### config.mk
export PLATFORM = sky130hd
export DESIGN_NAME = ex_mem_stage
export DESIGN_NICKNAME = d
export VERILOG_FILES = /design/src/rtl/ex_pkg.sv /design/src/rtl/mult_seq.sv /design/src/rtl/ex_mem_stage.sv
export SDC_FILE = /design/constraint.sdc
export NUM_CORES = 1
export LEC_CHECK = 0
export ABC_AREA = 0
export BUFFER_PORTS_ARGS = -buffer_cell sky130_fd_sc_hd__buf_2
export CAP_MARGIN = 5
export CORE_ASPECT_RATIO = 0.9
export CORE_MARGIN = 4
export CORE_UTILIZATION = 28
export CTS_BUF_LIST = sky130_fd_sc_hd__clkbuf_8
export DETAILED_ROUTE_END_ITERATION = 10
export PLACE_DENSITY_LB_ADDON = 0.15
export SLEW_MARGIN = 30
export SYNTH_ARGS = -nofsm -noshare
export SYNTH_HDL_FRONTEND = slang
export SYNTH_SLANG_ARGS = --single-unit
### constraint.sdc
create_clock -name clk -period 6.1 [get_ports clk]
set_input_delay 0.305 -clock clk [delete_from_list [all_inputs] [get_ports clk]]
set_output_delay 0.305 -clock clk [all_outputs]
set_load 0.1 [all_outputs]
### src/rtl/ex_pkg.sv
// ============================================================================
// Module   : ex_pkg
// Purpose  : Shared EX-stage encodings: ALU opcodes, forwarding selects and
//            multiplier state encoding.
// Revision : 1.0
// ============================================================================
`default_nettype none

package ex_pkg;

    localparam logic [3:0] ALU_AND   = 4'd0;
    localparam logic [3:0] ALU_OR    = 4'd1;
    localparam logic [3:0] ALU_ADD   = 4'd2;
    localparam logic [3:0] ALU_XOR   = 4'd3;
    localparam logic [3:0] ALU_NOR   = 4'd4;
    localparam logic [3:0] ALU_SLL   = 4'd5;
    localparam logic [3:0] ALU_SRL   = 4'd6;
    localparam logic [3:0] ALU_SRA   = 4'd7;
    localparam logic [3:0] ALU_SUB   = 4'd8;
    localparam logic [3:0] ALU_SLT   = 4'd9;
    localparam logic [3:0] ALU_SLTU  = 4'd10;
    localparam logic [3:0] ALU_LUI   = 4'd11;
    localparam logic [3:0] ALU_MULT  = 4'd12;
    localparam logic [3:0] ALU_MULTU = 4'd13;
    localparam logic [3:0] ALU_MFHI  = 4'd14;
    localparam logic [3:0] ALU_MFLO  = 4'd15;

    localparam logic [1:0] FWD_REG = 2'b00;
    localparam logic [1:0] FWD_MEM = 2'b10;
    localparam logic [1:0] FWD_WB  = 2'b01;

    typedef enum logic {
        MUL_IDLE = 1'b0,
        MUL_BUSY = 1'b1
    } mul_state_e;

    // Opcodes that launch the iterative multiplier.
    function automatic logic is_mul_op(input logic [3:0] op);
        return (op == ALU_MULT) || (op == ALU_MULTU);
    endfunction

    // Opcodes that depend on (or overwrite) HI/LO.
    function automatic logic is_hilo_op(input logic [3:0] op);
        return (op == ALU_MULT) || (op == ALU_MULTU) ||
               (op == ALU_MFHI) || (op == ALU_MFLO);
    endfunction

endpackage : ex_pkg

`default_nettype wire

### src/rtl/mult_seq.sv
// ============================================================================
// Module   : mult_seq
// Purpose  : Iterative shift-add multiplier (one step per cycle) owning HI/LO.
// Revision : 1.0
// ============================================================================
`default_nettype none

module mult_seq
    import ex_pkg::*;
#(
    parameter int DW         = 32,
    parameter int MUL_CYCLES = 32
) (
    input  logic          clk,
    input  logic          rst_n,
    input  logic          start,
    input  logic          is_signed,
    input  logic [DW-1:0] a,
    input  logic [DW-1:0] b,
    output logic          busy,
    output logic          done,
    output logic [DW-1:0] hi,
    output logic [DW-1:0] lo
);

    localparam int             CW   = $clog2(MUL_CYCLES);
    localparam logic [CW-1:0]  LAST = CW'(MUL_CYCLES - 1);

    mul_state_e      state_q, state_d;
    logic [CW-1:0]   count_q, count_d;
    logic [DW-1:0]   mcand_q, mcand_d;
    logic [2*DW-1:0] prod_q,  prod_d;
    logic            neg_q,   neg_d;
    logic [DW-1:0]   hi_q,    hi_d;
    logic [DW-1:0]   lo_q,    lo_d;

    logic [DW-1:0]   w_abs_a;
    logic [DW-1:0]   w_abs_b;
    logic [DW:0]     w_sum;
    logic [2*DW-1:0] w_step;
    logic [2*DW-1:0] w_final;

    assign w_abs_a = (is_signed && a[DW-1]) ? -a : a;
    assign w_abs_b = (is_signed && b[DW-1]) ? -b : b;

    // Upper half accumulates, lower half holds the unconsumed multiplier bits.
    assign w_sum   = {1'b0, prod_q[2*DW-1:DW]} + (prod_q[0] ? {1'b0, mcand_q} : '0);
    assign w_step  = {w_sum, prod_q[DW-1:1]};
    assign w_final = neg_q ? -w_step : w_step;

    always_comb begin
        state_d = state_q;
        count_d = count_q;
        mcand_d = mcand_q;
        prod_d  = prod_q;
        neg_d   = neg_q;
        hi_d    = hi_q;
        lo_d    = lo_q;
        done    = 1'b0;
        case (state_q)
            MUL_IDLE: begin
                if (start) begin
                    state_d = MUL_BUSY;
                    mcand_d = w_abs_a;
                    prod_d  = {{DW{1'b0}}, w_abs_b};
                    neg_d   = is_signed & (a[DW-1] ^ b[DW-1]);
                    count_d = '0;
                end
            end
            MUL_BUSY: begin
                prod_d  = w_step;
                count_d = count_q + CW'(1);
                if (count_q == LAST) begin
                    done           = 1'b1;
                    state_d        = MUL_IDLE;
                    {hi_d, lo_d}   = w_final;
                end
            end
            default: state_d = MUL_IDLE;
        endcase
    end

    always_ff @(posedge clk) begin
        if (!rst_n) begin
            state_q <= MUL_IDLE;
            count_q <= '0;
            mcand_q <= '0;
            prod_q  <= '0;
            neg_q   <= 1'b0;
            hi_q    <= '0;
            lo_q    <= '0;
        end else begin
            state_q <= state_d;
            count_q <= count_d;
            mcand_q <= mcand_d;
            prod_q  <= prod_d;
            neg_q   <= neg_d;
            hi_q    <= hi_d;
            lo_q    <= lo_d;
        end
    end

    assign busy = (state_q == MUL_BUSY);
    assign hi   = hi_q;
    assign lo   = lo_q;

endmodule : mult_seq

`default_nettype wire

### src/rtl/ex_mem_stage.sv
// ============================================================================
// Module   : ex_mem_stage
// Purpose  : EX-stage operand forwarding, ALU and HI/LO multiplier, followed
//            by the EX/MEM pipeline register.
// Revision : 1.0
// ============================================================================
`default_nettype none

module ex_mem_stage
    import ex_pkg::*;
#(
    parameter int DW         = 32,
    parameter int MUL_CYCLES = 32
) (
    input  logic          clk,
    input  logic          rst_n,
    input  logic [DW-1:0] rs_data_ex,
    input  logic [DW-1:0] rt_data_ex,
    input  logic [DW-1:0] imm_ex,
    input  logic [4:0]    shamt_ex,
    input  logic [3:0]    alu_ctrl_ex,
    input  logic          ALUSrc_ex,
    input  logic [4:0]    rd_ex,
    input  logic          RegWrite_ex,
    input  logic          MemRead_ex,
    input  logic          MemWrite_ex,
    input  logic          MemtoReg_ex,
    input  logic [1:0]    forwardA,
    input  logic [1:0]    forwardB,
    input  logic [DW-1:0] wb_data,
    input  logic          mem_stall,
    input  logic          flush_ex,
    output logic          ex_busy,
    output logic [DW-1:0] alu_result_mem,
    output logic [DW-1:0] write_data_mem,
    output logic [4:0]    rd_mem,
    output logic          RegWrite_mem,
    output logic          MemRead_mem,
    output logic          MemWrite_mem,
    output logic          MemtoReg_mem
);

    logic [DW-1:0] result_q, result_d;
    logic [DW-1:0] wdata_q,  wdata_d;
    logic [4:0]    rd_q,     rd_d;
    logic          rw_q,     rw_d;
    logic          mr_q,     mr_d;
    logic          mw_q,     mw_d;
    logic          m2r_q,    m2r_d;

    logic [DW-1:0] w_op_a;
    logic [DW-1:0] w_op_b_pre;
    logic [DW-1:0] w_op_b;
    logic [DW-1:0] w_alu_res;
    logic [DW-1:0] w_hi;
    logic [DW-1:0] w_lo;
    logic          w_is_mul;
    logic          w_mul_start;
    logic          w_mul_busy;
    logic          w_mul_done;

    always_comb begin
        case (forwardA)
            FWD_MEM: w_op_a = result_q;
            FWD_WB:  w_op_a = wb_data;
            default: w_op_a = rs_data_ex;
        endcase
    end

    always_comb begin
        case (forwardB)
            FWD_MEM: w_op_b_pre = result_q;
            FWD_WB:  w_op_b_pre = wb_data;
            default: w_op_b_pre = rt_data_ex;
        endcase
    end

    assign w_op_b = ALUSrc_ex ? imm_ex : w_op_b_pre;

    always_comb begin
        w_alu_res = '0;
        case (alu_ctrl_ex)
            ALU_AND:  w_alu_res = w_op_a & w_op_b;
            ALU_OR:   w_alu_res = w_op_a | w_op_b;
            ALU_ADD:  w_alu_res = w_op_a + w_op_b;
            ALU_XOR:  w_alu_res = w_op_a ^ w_op_b;
            ALU_NOR:  w_alu_res = ~(w_op_a | w_op_b);
            ALU_SLL:  w_alu_res = w_op_b << shamt_ex;
            ALU_SRL:  w_alu_res = w_op_b >> shamt_ex;
            ALU_SRA:  w_alu_res = $signed(w_op_b) >>> shamt_ex;
            ALU_SUB:  w_alu_res = w_op_a - w_op_b;
            ALU_SLT:  w_alu_res = {{(DW-1){1'b0}}, ($signed(w_op_a) < $signed(w_op_b))};
            ALU_SLTU: w_alu_res = {{(DW-1){1'b0}}, (w_op_a < w_op_b)};
            ALU_LUI:  w_alu_res = {w_op_b[15:0], 16'h0000};
            ALU_MFHI: w_alu_res = w_hi;
            ALU_MFLO: w_alu_res = w_lo;
            default:  w_alu_res = '0;
        endcase
    end

    assign w_is_mul    = is_mul_op(alu_ctrl_ex);
    // mult_seq only honours start while idle, so a MULT held by ex_busy launches once it frees up.
    assign w_mul_start = w_is_mul & ~mem_stall & ~flush_ex;
    assign ex_busy     = w_mul_busy & is_hilo_op(alu_ctrl_ex) & ~flush_ex;

    mult_seq #(
        .DW         (DW),
        .MUL_CYCLES (MUL_CYCLES)
    ) u_mult_seq (
        .clk       (clk),
        .rst_n     (rst_n),
        .start     (w_mul_start),
        .is_signed (alu_ctrl_ex == ALU_MULT),
        .a         (w_op_a),
        .b         (w_op_b),
        .busy      (w_mul_busy),
        .done      (w_mul_done),
        .hi        (w_hi),
        .lo        (w_lo)
    );

    mul_done_implies_busy: assert property (@(posedge clk) disable iff (!rst_n)
        w_mul_done |-> w_mul_busy);

    always_comb begin
        result_d = result_q;
        wdata_d  = wdata_q;
        rd_d     = rd_q;
        rw_d     = rw_q;
        mr_d     = mr_q;
        mw_d     = mw_q;
        m2r_d    = m2r_q;
        if (!mem_stall) begin
            if (flush_ex || ex_busy) begin
                result_d = '0;
                wdata_d  = '0;
                rd_d     = '0;
                rw_d     = 1'b0;
                mr_d     = 1'b0;
                mw_d     = 1'b0;
                m2r_d    = 1'b0;
            end else begin
                result_d = w_alu_res;
                wdata_d  = w_op_b_pre;
                rd_d     = rd_ex;
                rw_d     = RegWrite_ex & ~w_is_mul;
                mr_d     = MemRead_ex;
                mw_d     = MemWrite_ex;
                m2r_d    = MemtoReg_ex;
            end
        end
    end

    always_ff @(posedge clk) begin
        if (!rst_n) begin
            result_q <= '0;
            wdata_q  <= '0;
            rd_q     <= '0;
            rw_q     <= 1'b0;
            mr_q     <= 1'b0;
            mw_q     <= 1'b0;
            m2r_q    <= 1'b0;
        end else begin
            result_q <= result_d;
            wdata_q  <= wdata_d;
            rd_q     <= rd_d;
            rw_q     <= rw_d;
            mr_q     <= mr_d;
            mw_q     <= mw_d;
            m2r_q    <= m2r_d;
        end
    end

    assign alu_result_mem = result_q;
    assign write_data_mem = wdata_q;
    assign rd_mem         = rd_q;
    assign RegWrite_mem   = rw_q;
    assign MemRead_mem    = mr_q;
    assign MemWrite_mem   = mw_q;
    assign MemtoReg_mem   = m2r_q;

endmodule : ex_mem_stage

`default_nettype wire
== Word-level counts from Yosys, hierarchy flattened ==
Index checks and enable logic that the tools add are counted.

* Add/sub/neg operators: 7
* $lt $le $gt $ge: 2
* Eq/ne operators: 21
* Shift operators: 3
* Multiplexer cells: 22
* Bitwise operators: 15
* Reductions and logical operators: 9

{| class="wikitable"
|+ Operator list
! kind !! count
|-
| $pmux W32 S14 || 1
|-
| $mux W32 || 6
|-
| $mux W64 || 2
|-
| $pmux W32 S2 || 2
|-
| $pmux W64 S2 || 1
|-
| $lt A32 B32 Y1 || 2
|-
| $neg A32 Y32 || 2
|-
| $neg A64 Y64 || 1
|-
| $add A32 B33 Y33 || 1
|-
| $add A32 B32 Y32 || 1
|-
| $and A32 B32 Y32 || 1
|-
| $eq A4 B4 Y1 const B || 8
|-
| $not A32 Y32 || 1
|-
| $or A32 B32 Y32 || 1
|-
| $shl A32 B5 Y32 || 1
|-
| $shr A32 B5 Y32 || 1
|-
| $sshr A32 B5 Y32 || 1
|-
| $sub A32 B32 Y32 || 1
|-
| $xor A32 B32 Y32 || 1
|-
| $eq A4 B3 Y1 const B || 4
|-
| $mux W5 || 2
|-
| $pmux W5 S2 || 1
|-
| $eq A4 B2 Y1 const B || 2
|-
| $and A1 B1 Y1 || 6
|-
| other kinds (14) || 29
|}

* Bits in registers: 240
* Input port bits: 155
* Output and inout bits: 74
* Word-level logic and storage cells: 93

== Depth between registers and ports, before layout ==
Gate-level depths: netlist of the first run.

* Depth after elaboration: 8
* Gate-level depth with buffers: 22

== By module ==
From an unflattened synthesis of the first run, not the netlist that was laid out.

* Cell total of the unflattened synthesis: 3590
* Area total of the unflattened synthesis: 25677.1 µm²

{| class="wikitable"
|+ Modules (own cells, without submodules)
! module !! instances !! cells each !! area an instance (µm²) !! seq. area each (µm²)
|-
| ex_mem_stage || 1 || 2137 || 14498.9 || 1461.4
|-
| mult_seq || 1 || 1453 || 11178.2 || 3343.2
|}

== Worst setup path before layout of the first run ==
No wires, ideal clock.

* Path type: input to register
* Start point: input port ALUSrc_ex
* End point: register result_q[31], in the netlist alu_result_mem[31]
* Setup time: 0.092 ns
* Data arrival time: 5.501 ns
* Setup slack: 0.507 ns
* Stages on the path: 22
* Cell sequence: clkbuf_1 > clkbuf_1 > clkbuf_1 > buf_1 > buf_1 > buf_1 > nand2_1 > o21ai_0 > inv_1 > ha_1 > clkbuf_1 > or4_1 > nor3_1 > o31a_1 > nor3_1 > o41ai_1 > a2111oi_0 > a21oi_1 > nor4b_1 > o41ai_1 > a311oi_1 > nor4_1

* Word-level cells in the longest chain between the ends: 5

{| class="wikitable"
|+ Ends and longest elaborated chain
! element !! line !! RTL
|-
| from (decl) || ex_mem_stage.sv:22 || <nowiki>input logic ALUSrc_ex,</nowiki>
|-
| $mux W32 * || ex_mem_stage.sv:78 || <nowiki>assign w_op_b = ALUSrc_ex ? imm_ex : w_op_b_pre;</nowiki>
|-
| branches (longest 2 deep; another with $sub A32 B32 Y32) || -- ||
|-
| $pmux W32 S14 * || ex_mem_stage.sv:82 || <nowiki>case (alu_ctrl_ex)</nowiki>
|-
| $mux W32 * || ex_mem_stage.sv:134 || <nowiki>if (flush_ex || ex_busy) begin</nowiki>
|-
| to (signal assigned) || ex_mem_stage.sv:164 || <nowiki>result_q <= result_d;</nowiki>
|-
| to (decl) || ex_mem_stage.sv:43 || <nowiki>logic [DW-1:0] result_q, result_d;</nowiki>
|}

Mark *: on every way between the ends.
A chain may end at the register's enable or synchronous reset.

== Final worst setup path of the first run ==
* Start point: register result_q[0], in the netlist alu_result_mem[0]
* End point: register result_q[31], in the netlist alu_result_mem[31]

* Word-level cells in the longest chain between the ends: 5

{| class="wikitable"
|+ Ends and longest elaborated chain
! element !! line !! RTL
|-
| $pmux W32 S2 || ex_mem_stage.sv:71 || <nowiki>case (forwardB)</nowiki>
|-
| $mux W32 || ex_mem_stage.sv:78 ||
|-
| $sub A32 B32 Y32 (tied with other cells) || ex_mem_stage.sv:91 || <nowiki>ALU_SUB: w_alu_res = w_op_a - w_op_b;</nowiki>
|-
| $pmux W32 S14 * || ex_mem_stage.sv:82 ||
|-
| $mux W32 * || ex_mem_stage.sv:134 ||
|}

Every way passes the cells marked *; elsewhere a longest branch is shown, timed or not.

==> results.md, run 1 <==
* Crit path cell chain: a22oi_1 -> a222oi_1 -> ha_1 -> inv_1 -> fa_1 -> nor2b_1 -> o21a_1 -> o31a_1 -> nor3_1 -> o41ai_2 -> a2111oi_0 -> buf_4 -> a21oi_1 -> nor4b_1 -> o41ai_1 -> a311oi_1 -> nor4_1
* Hold WC Path Type: in2reg
* Pwr/cell area at around 220 mW/mm2
* GR Overflow Total at 0
* Ys Warns at 0
* Die Area at between 0.09 and 0.1 mm2
* Dpl cells at about 4700
* Crit-path slowest cell: dfxtp_1
* DRT Wirelength at approximately 140 mm
* Routed via count at 29028
* Worst R2R Start: alu_result_mem[0]
* Top post-synthesis cells by area: dfxtp_1, ha_1, o21ai_0
* Status: complete, no violations
* Syn nets at 3722
* Fill cell count at 9383
* Starting DRT DRC Count at 4129
* Data arrival, critical path at 6.29 ns
* Initial antenna violation count at 18
* Buffer depth of the longest clock path at 3
* Sequential share of the synthesized area at 19.88%
* Synthesis-stage register bit count at 240
* Synthesized instance count at 3424
* Gpl congestion at 1.054
* Clk Latency, worst-skew pair at 0.69 ns
* Crit path max fanout at 5
* Final Skew at 0.03720 ns
* Max VDD drop at 0.1951 mV
* Number of global-route vias before repair at about 27000
* Largest stage delay, worst path at 0.69 ns
* Total Nets Final at 3910
* Final worst path period need at 5.710 ns
* CTS clock-pin slew for the worst setup and hold paths at 0.07 ns
* Top achievable clock speed at ~180 MHz
* Synth async-reset ratio at 0%
* Die Ht at approximately 290 um
* Root buffer cell: clkbuf_8
* Top FF cell, synth: dfxtp_1
* Critical Path RT at between 6 and 7 ns
* Number of core rows at 101
* Non-Filler Instances at roughly 4800
* Largest delay share family, worst path: compound AO/OA/AOI/OAI gates
* Final Hold Vio Count at 0
* Vias/cell at 6.065
* EDFF count, synth at 0
* Setup TNS at 0 ns
* Most frequent cells in the layout: nor2_1, nand2_1, o21ai_0
* CP Buf/Inv Count at 2
* WHS at 0.05081 ns
* CTS tree: yes
* Fin crit share at a little over nine tenths
* Largest net degree at the start of global routing at 74
* Setup bufs post-CTS at 0
* RSZ-0062 raised after global routing: false
* Area Growth Syn to Fin at 17.08%
* Die width at 317.7 um
* Setup crit start: alu_result_mem[0]
* Core Area at 0.08492 mm2
* R2R Setup Slk at between 0.3 and 0.4 ns
* Total track usage at 30.06%
* Mapped cell area at 0.02417 mm2
* Critical path type: reg2reg
* Commonest non-fill, non-tap cell in the layout: nor2_1
* Setup violations, final at 0
* Worst-margin pin slew at 1.129 ns
* Min-delay src: rst_n
* Detail Route Antenna Nets at 0
* Layout cells sized above 1 at ~15%
* # clock sinks at 240
* CP Capture Type: flop
* Port Buffers at 228
* Mean area per synthesized cell at 7.060 um2
* Router iterations before antenna repair at 8
* Routed len/inst at a little over 30 um
* I/O Pins at approximately 230
* Total CTS buffers at 47
* Area leader, netlist: dfxtp_1
* Initial Util at 28.46%
* CTS resizes at 0
* Netlist cell types at 87
* Max_cap viols at 0
* Startpoint Class: flop
* DP Wirelength at between 100 and 150 mm
* DRC at 0
* First-pass GRT wire length at between 200 and 250 mm
* Synth top area share at a little under 20%
* Static Leak at 11.61 nW
* Slew Limit Fails at 0
* CTS H-tree depth at 2
* Relative slew slack at 23.91%
## state kept, by name, summed over array words and instances, names as in the netlist
register            flops
u_mult_seq.prod_q      64
alu_result_mem         32
u_mult_seq.hi          32
u_mult_seq.lo          32
u_mult_seq.mcand_q     32
write_data_mem         32
rd_mem                  5
u_mult_seq.count_q      5
MemRead_mem             1
MemWrite_mem            1
MemtoReg_mem            1
RegWrite_mem            1
u_mult_seq.busy         1
u_mult_seq.neg_q        1
## timing repair
item | 4_1_cts | 5_1_grt
hold buffers | 9 | 0
hold endpoints to repair | 9 | 0
setup endpoints to repair | 0 | 0
## power by group
part | internal, mW | switching, mW | leakage [nW] | total [mW]
Combinational | 0.789 | 1.90 | 9.08 | 2.69
Clock | 1.08 | 0.859 | 0.588 | 1.94
Sequential | 1.60 | 0.0581 | 1.94 | 1.66
Total | 3.47 | 2.82 | 11.6 | 6.29
## layout make-up
cell class,instances,area [um2],share of cell area (%)
Clock buffer,65,894.6,3.161
Timing Repair Buffer,403,2502,8.842
Tap cell,1133,1418,5.009
Antenna cell,6,15.01,0.05305
Clock inverter,19,175.2,0.6189
Multi-Input combinational cell,2777,17950,63.42
Sequential cell,240,4807,16.99
Inverter,143,539.3,1.905
## Yosys cell counts, drive strengths merged, types with 19 or more instances
master / instances
xnor2: 73
or3: 26
clkbuf: 235
o21a: 26
a221o: 38
nand2: 336
mux2i: 77
a21o: 33
nand2b: 22
mux4: 19
nor2b: 35
ha: 140
buf: 29
o211ai: 32
a31oi: 36
a221oi: 47
o22ai: 26
o31ai: 48
inv: 141
a21oi: 284
and3: 43
a211oi: 80
a222oi: 23
o21ai: 324
dfxtp: 240
nand3: 72
nor3: 80
xor2: 68
nor2: 380
and2: 58
nor4: 26
a22oi: 84
## final timing paths
path	cells past startpoint	endpoint
hold / removal	2	u_mult_seq.prod_q[45]
setup / recovery	17	alu_result_mem[31]
hold reg to reg	2	u_mult_seq.lo[18]
setup reg to reg	17	alu_result_mem[31]
## routing by layer
metal / part of all wire (%) / global-route usage (%)
met4: 4.2 / 10.98
met3: 12 / 9.597
met2: 40 / 41.93
met1: 44 / 42.78
met5: 0.048 / 0.05291
## metrics by stage
step                utilization (%)  total power [mW]  instance area [um2]  worst slack, ns
floorplan                         -             3.193                24170           0.5067
global placement              31.91             4.277                27100          0.09923
detailed placement            31.92             4.253                27110         0.009661
CTS                           33.29             6.217                28270           0.6491
global route                  33.31             6.504                28290           0.1700
finish                        33.33             6.290                28300           0.3902
## cell families (layout without fill, tap and decap cells)
group	Yosys count	in the layout	share of synthesized area, %
AO/OA/AOI/OAI	1243	1243	33.72
AND/OR/NAND/NOR	1140	1140	21.85
buffers and inverters	407	630	6.336
other	0	6	0
XOR/XNOR	141	141	5.109
adder cells (fa/ha/maj)	143	143	7.495
multiplexers	110	110	5.611
flip-flops	240	240	19.88
Note: power is estimated with default switching activity, not from simulation.
==> run 2, diff against run 1 <==
--- a/config.mk
+++ b/config.mk
@@ -14,6 +14,7 @@
 export CTS_BUF_LIST = sky130_fd_sc_hd__clkbuf_8
 export DETAILED_ROUTE_END_ITERATION = 10
 export PLACE_DENSITY_LB_ADDON = 0.15
+export SKIP_CTS_REPAIR_TIMING = 1
 export SLEW_MARGIN = 30
 export SYNTH_ARGS = -nofsm -noshare
 export SYNTH_HDL_FRONTEND = slang
==> constraint.sdc (replaced) <==
create_clock -name clk -period 6.1 [get_ports clk]
set_input_delay 1.22 -clock clk [delete_from_list [all_inputs] [get_ports clk]]
set_output_delay 1.22 -clock clk [all_outputs]
set_load 0.1 [all_outputs]
==> run 2 against run 1 <==
  * Total power increased by 0.86%
  * Maximum frequency up 2.6%
  * Final cell count up 2.0%
  * First-iteration DRC count is 3.9% lower
  * Register-to-register slack better by 0.31 ns
  * Critical path depth up 7
  * Critical path type is now in2reg
  * Largest cell class unchanged
  * Highest routed layer unchanged
==> results.md, run 2 (synthesis gave the netlist of run 1 again) <==
* Status: complete, no violations
* First-pass GRT wire length at 201.6 mm
* Worst R2R Start: u_mult_seq.prod_q[0]
* Core Area at 0.08492 mm2
* CTS tree: yes
* Detail Route Antenna Nets at 0
* Non-Filler Instances at 4883
* Fin crit share at 91.25%
* DRC at 0
* Starting DRT DRC Count at 3967
* Startpoint Class: primary input
* CTS clock-pin slew for the worst setup and hold paths at 0.07 ns
* R2R Setup Slk at 0.70 ns
* Pwr/cell area at 218.5 mW/mm2
* Hold WC Path Type: reg2reg
* DP Wirelength at 115.7 mm
* Initial antenna violation count at 22
* I/O Pins at between 200 and 250
* Total Nets Final at ~4000
* Commonest non-fill, non-tap cell in the layout: nor2_1
* Min-delay src: u_mult_seq.lo[24]
* Crit path max fanout at 9
* Fill cell count at 9387
* Slew Limit Fails at 0
* Router iterations before antenna repair at 10
* Largest net degree at the start of global routing at 82
* Routed via count at 29426
* Routed len/inst at 29.56 um
* # clock sinks at 240
* Port Buffers at ~230
* Top achievable clock speed at 179.7 MHz
* R2R depth at 14
* Setup TNS at 0 ns
* WHS Path Cells at 2
* Area Growth Syn to Fin at 20.11%
* Number of global-route vias before repair at 27193
* Final worst path period need at 5.566 ns
* Gpl congestion at 1.086
* Final Skew at 0.03473 ns
* Hold Path End: u_mult_seq.lo[24]
* CTS H-tree depth at 2
* Number of core rows at between 100 and 150
* Critical Path RT at 6.63 ns
* Vias/cell at approximately 6
* Initial Util at 28.46%
* Die Ht at 286.7 um
* GR Overflow Total at 0
* Layout cells sized above 1 at 17.76%
* Total track usage at approximately 30%
* Worst-margin pin slew at 1.207 ns
* Root buffer cell: clkbuf_8
* Setup violations, final at 0
* CP Capture Type: flop
* Dpl cells at 4792
* Die width at roughly 320 um
* Max_cap viols at 0
* Die Area at between 0.09 and 0.1 mm2
* Total CTS buffers at 50
* Reg2reg end: u_mult_seq.hi[30]
* Max VDD drop at between 0.1 and 0.15 mV
* Critical path type: in2reg
* Data arrival, critical path at 6.10 ns
* Final Hold Vio Count at 0
* RSZ-0062 raised after global routing: false
* Clk Latency, worst-skew pair at 0.68 ns
* Buffer depth of the longest clock path at 3
* Static Leak at 12.10 nW
* Most flops, register: u_mult_seq.prod_q
* Relative slew slack at 18.68%
* Most frequent cells in the layout: nor2_1, nand2_1, o21ai_0
* DRT Wirelength at 144.3 mm
* Number of flip-flops in the largest register at 64
run 2: cell count changes in the layout (fill, tap and decap cells not counted), moves of 2 or more:
| cell | previous run | this run |
|---|---|---|
| dlygate4sd3_1 | 9 | 0 |
| clkinv_2 | 6 | 4 |
| clkinv_8 | 0 | 2 |
| bufinv_16 | 3 | 1 |
| nor2_2 | 4 | 2 |
| clkinvlp_4 | 0 | 2 |
| buf_12 | 2 | 7 |
| nor3_4 | 0 | 2 |
| buf_4 | 164 | 264 |
| nor2_1 | 375 | 377 |
| inv_1 | 142 | 146 |
run 2: worst max path at each step:
stage,to,slack (ns),start,depth (start not counted)
after global routing,alu_result_mem[29],0.25,forwardA[0],20
final,alu_result_mem[28],0.53,forwardB[0],24
after CTS,alu_result_mem[28],0.71,forwardB[0],24
after floorplan,alu_result_mem[31],0.01,forwardB[0],20
after global placement,alu_result_mem[28],-0.06,forwardB[0],24
after detailed placement,alu_result_mem[28],0.01,forwardB[0],24
run 2: area by class of cell:
type | instances | area (um2) | share of cell area [%]
inverter | 143 | 539.3 | 1.857
antenna | 5 | 12.51 | 0.04310
timing repair buffer | 499 | 3263 | 11.24
clock inverter | 21 | 142.6 | 0.4913
clock buffer | 65 | 894.6 | 3.081
multi-input combinational | 2777 | 17960 | 61.85
tap | 1133 | 1418 | 4.883
sequential | 240 | 4807 | 16.56
run 2: layer usage:
metal | track usage (%) | up-vias | wire (um)
met5 | 0 | - | 115
met4 | 11.93 | 16 | 6498
met3 | 8.504 | 318 | 16390
met2 | 42.04 | 1748 | 57410
met1 | 42.65 | 14144 | 63930
li1 | - | 13200 | -
run 2: stage by stage:
stage / total power, mW / util, % / hold WS [ns] / setup slack, ns / cell area, um2
after detailed placement: 4.412 / 32.95 / 0.4477 / 0.01463 / 27980
after global placement: 4.441 / 32.94 / 0.4419 / -0.06278 / 27970
after floorplan: 3.198 / - / 0.4215 / 0.01322 / 24190
after global routing: 6.572 / 34.18 / 0.4854 / 0.2520 / 29030
final: 6.344 / 34.19 / 0.4596 / 0.5337 / 29030
after CTS: 6.284 / 34.17 / 0.4593 / 0.7051 / 29020
run 2: critical path, stage by stage:
cell and delay, ns:
buf_2 0.11, inv_1 0.05, ha_2 0.44, nor2_1 0.15, buf_4 0.20, a221oi_1 0.30, buf_4 0.18, inv_1 0.06
ha_1 0.29, or4_1 0.63, nor3_1 0.22, o31a_1 0.21, nor3_2 0.10, o41ai_2 0.27, buf_4 0.20, a2111oi_2 0.06
buf_4 0.15, a21oi_1 0.18, buf_4 0.17, nor2_1 0.04, o211a_1 0.20, o31ai_1 0.41, buf_4 0.19, a31oi_1 0.06
run 2: power breakdown:
part           internal [mW]  switching (mW)  leakage (nW)
Sequential              1.60          0.0608          1.94
Combinational          0.907            1.92          9.58
Clock                  0.994           0.856         0.575
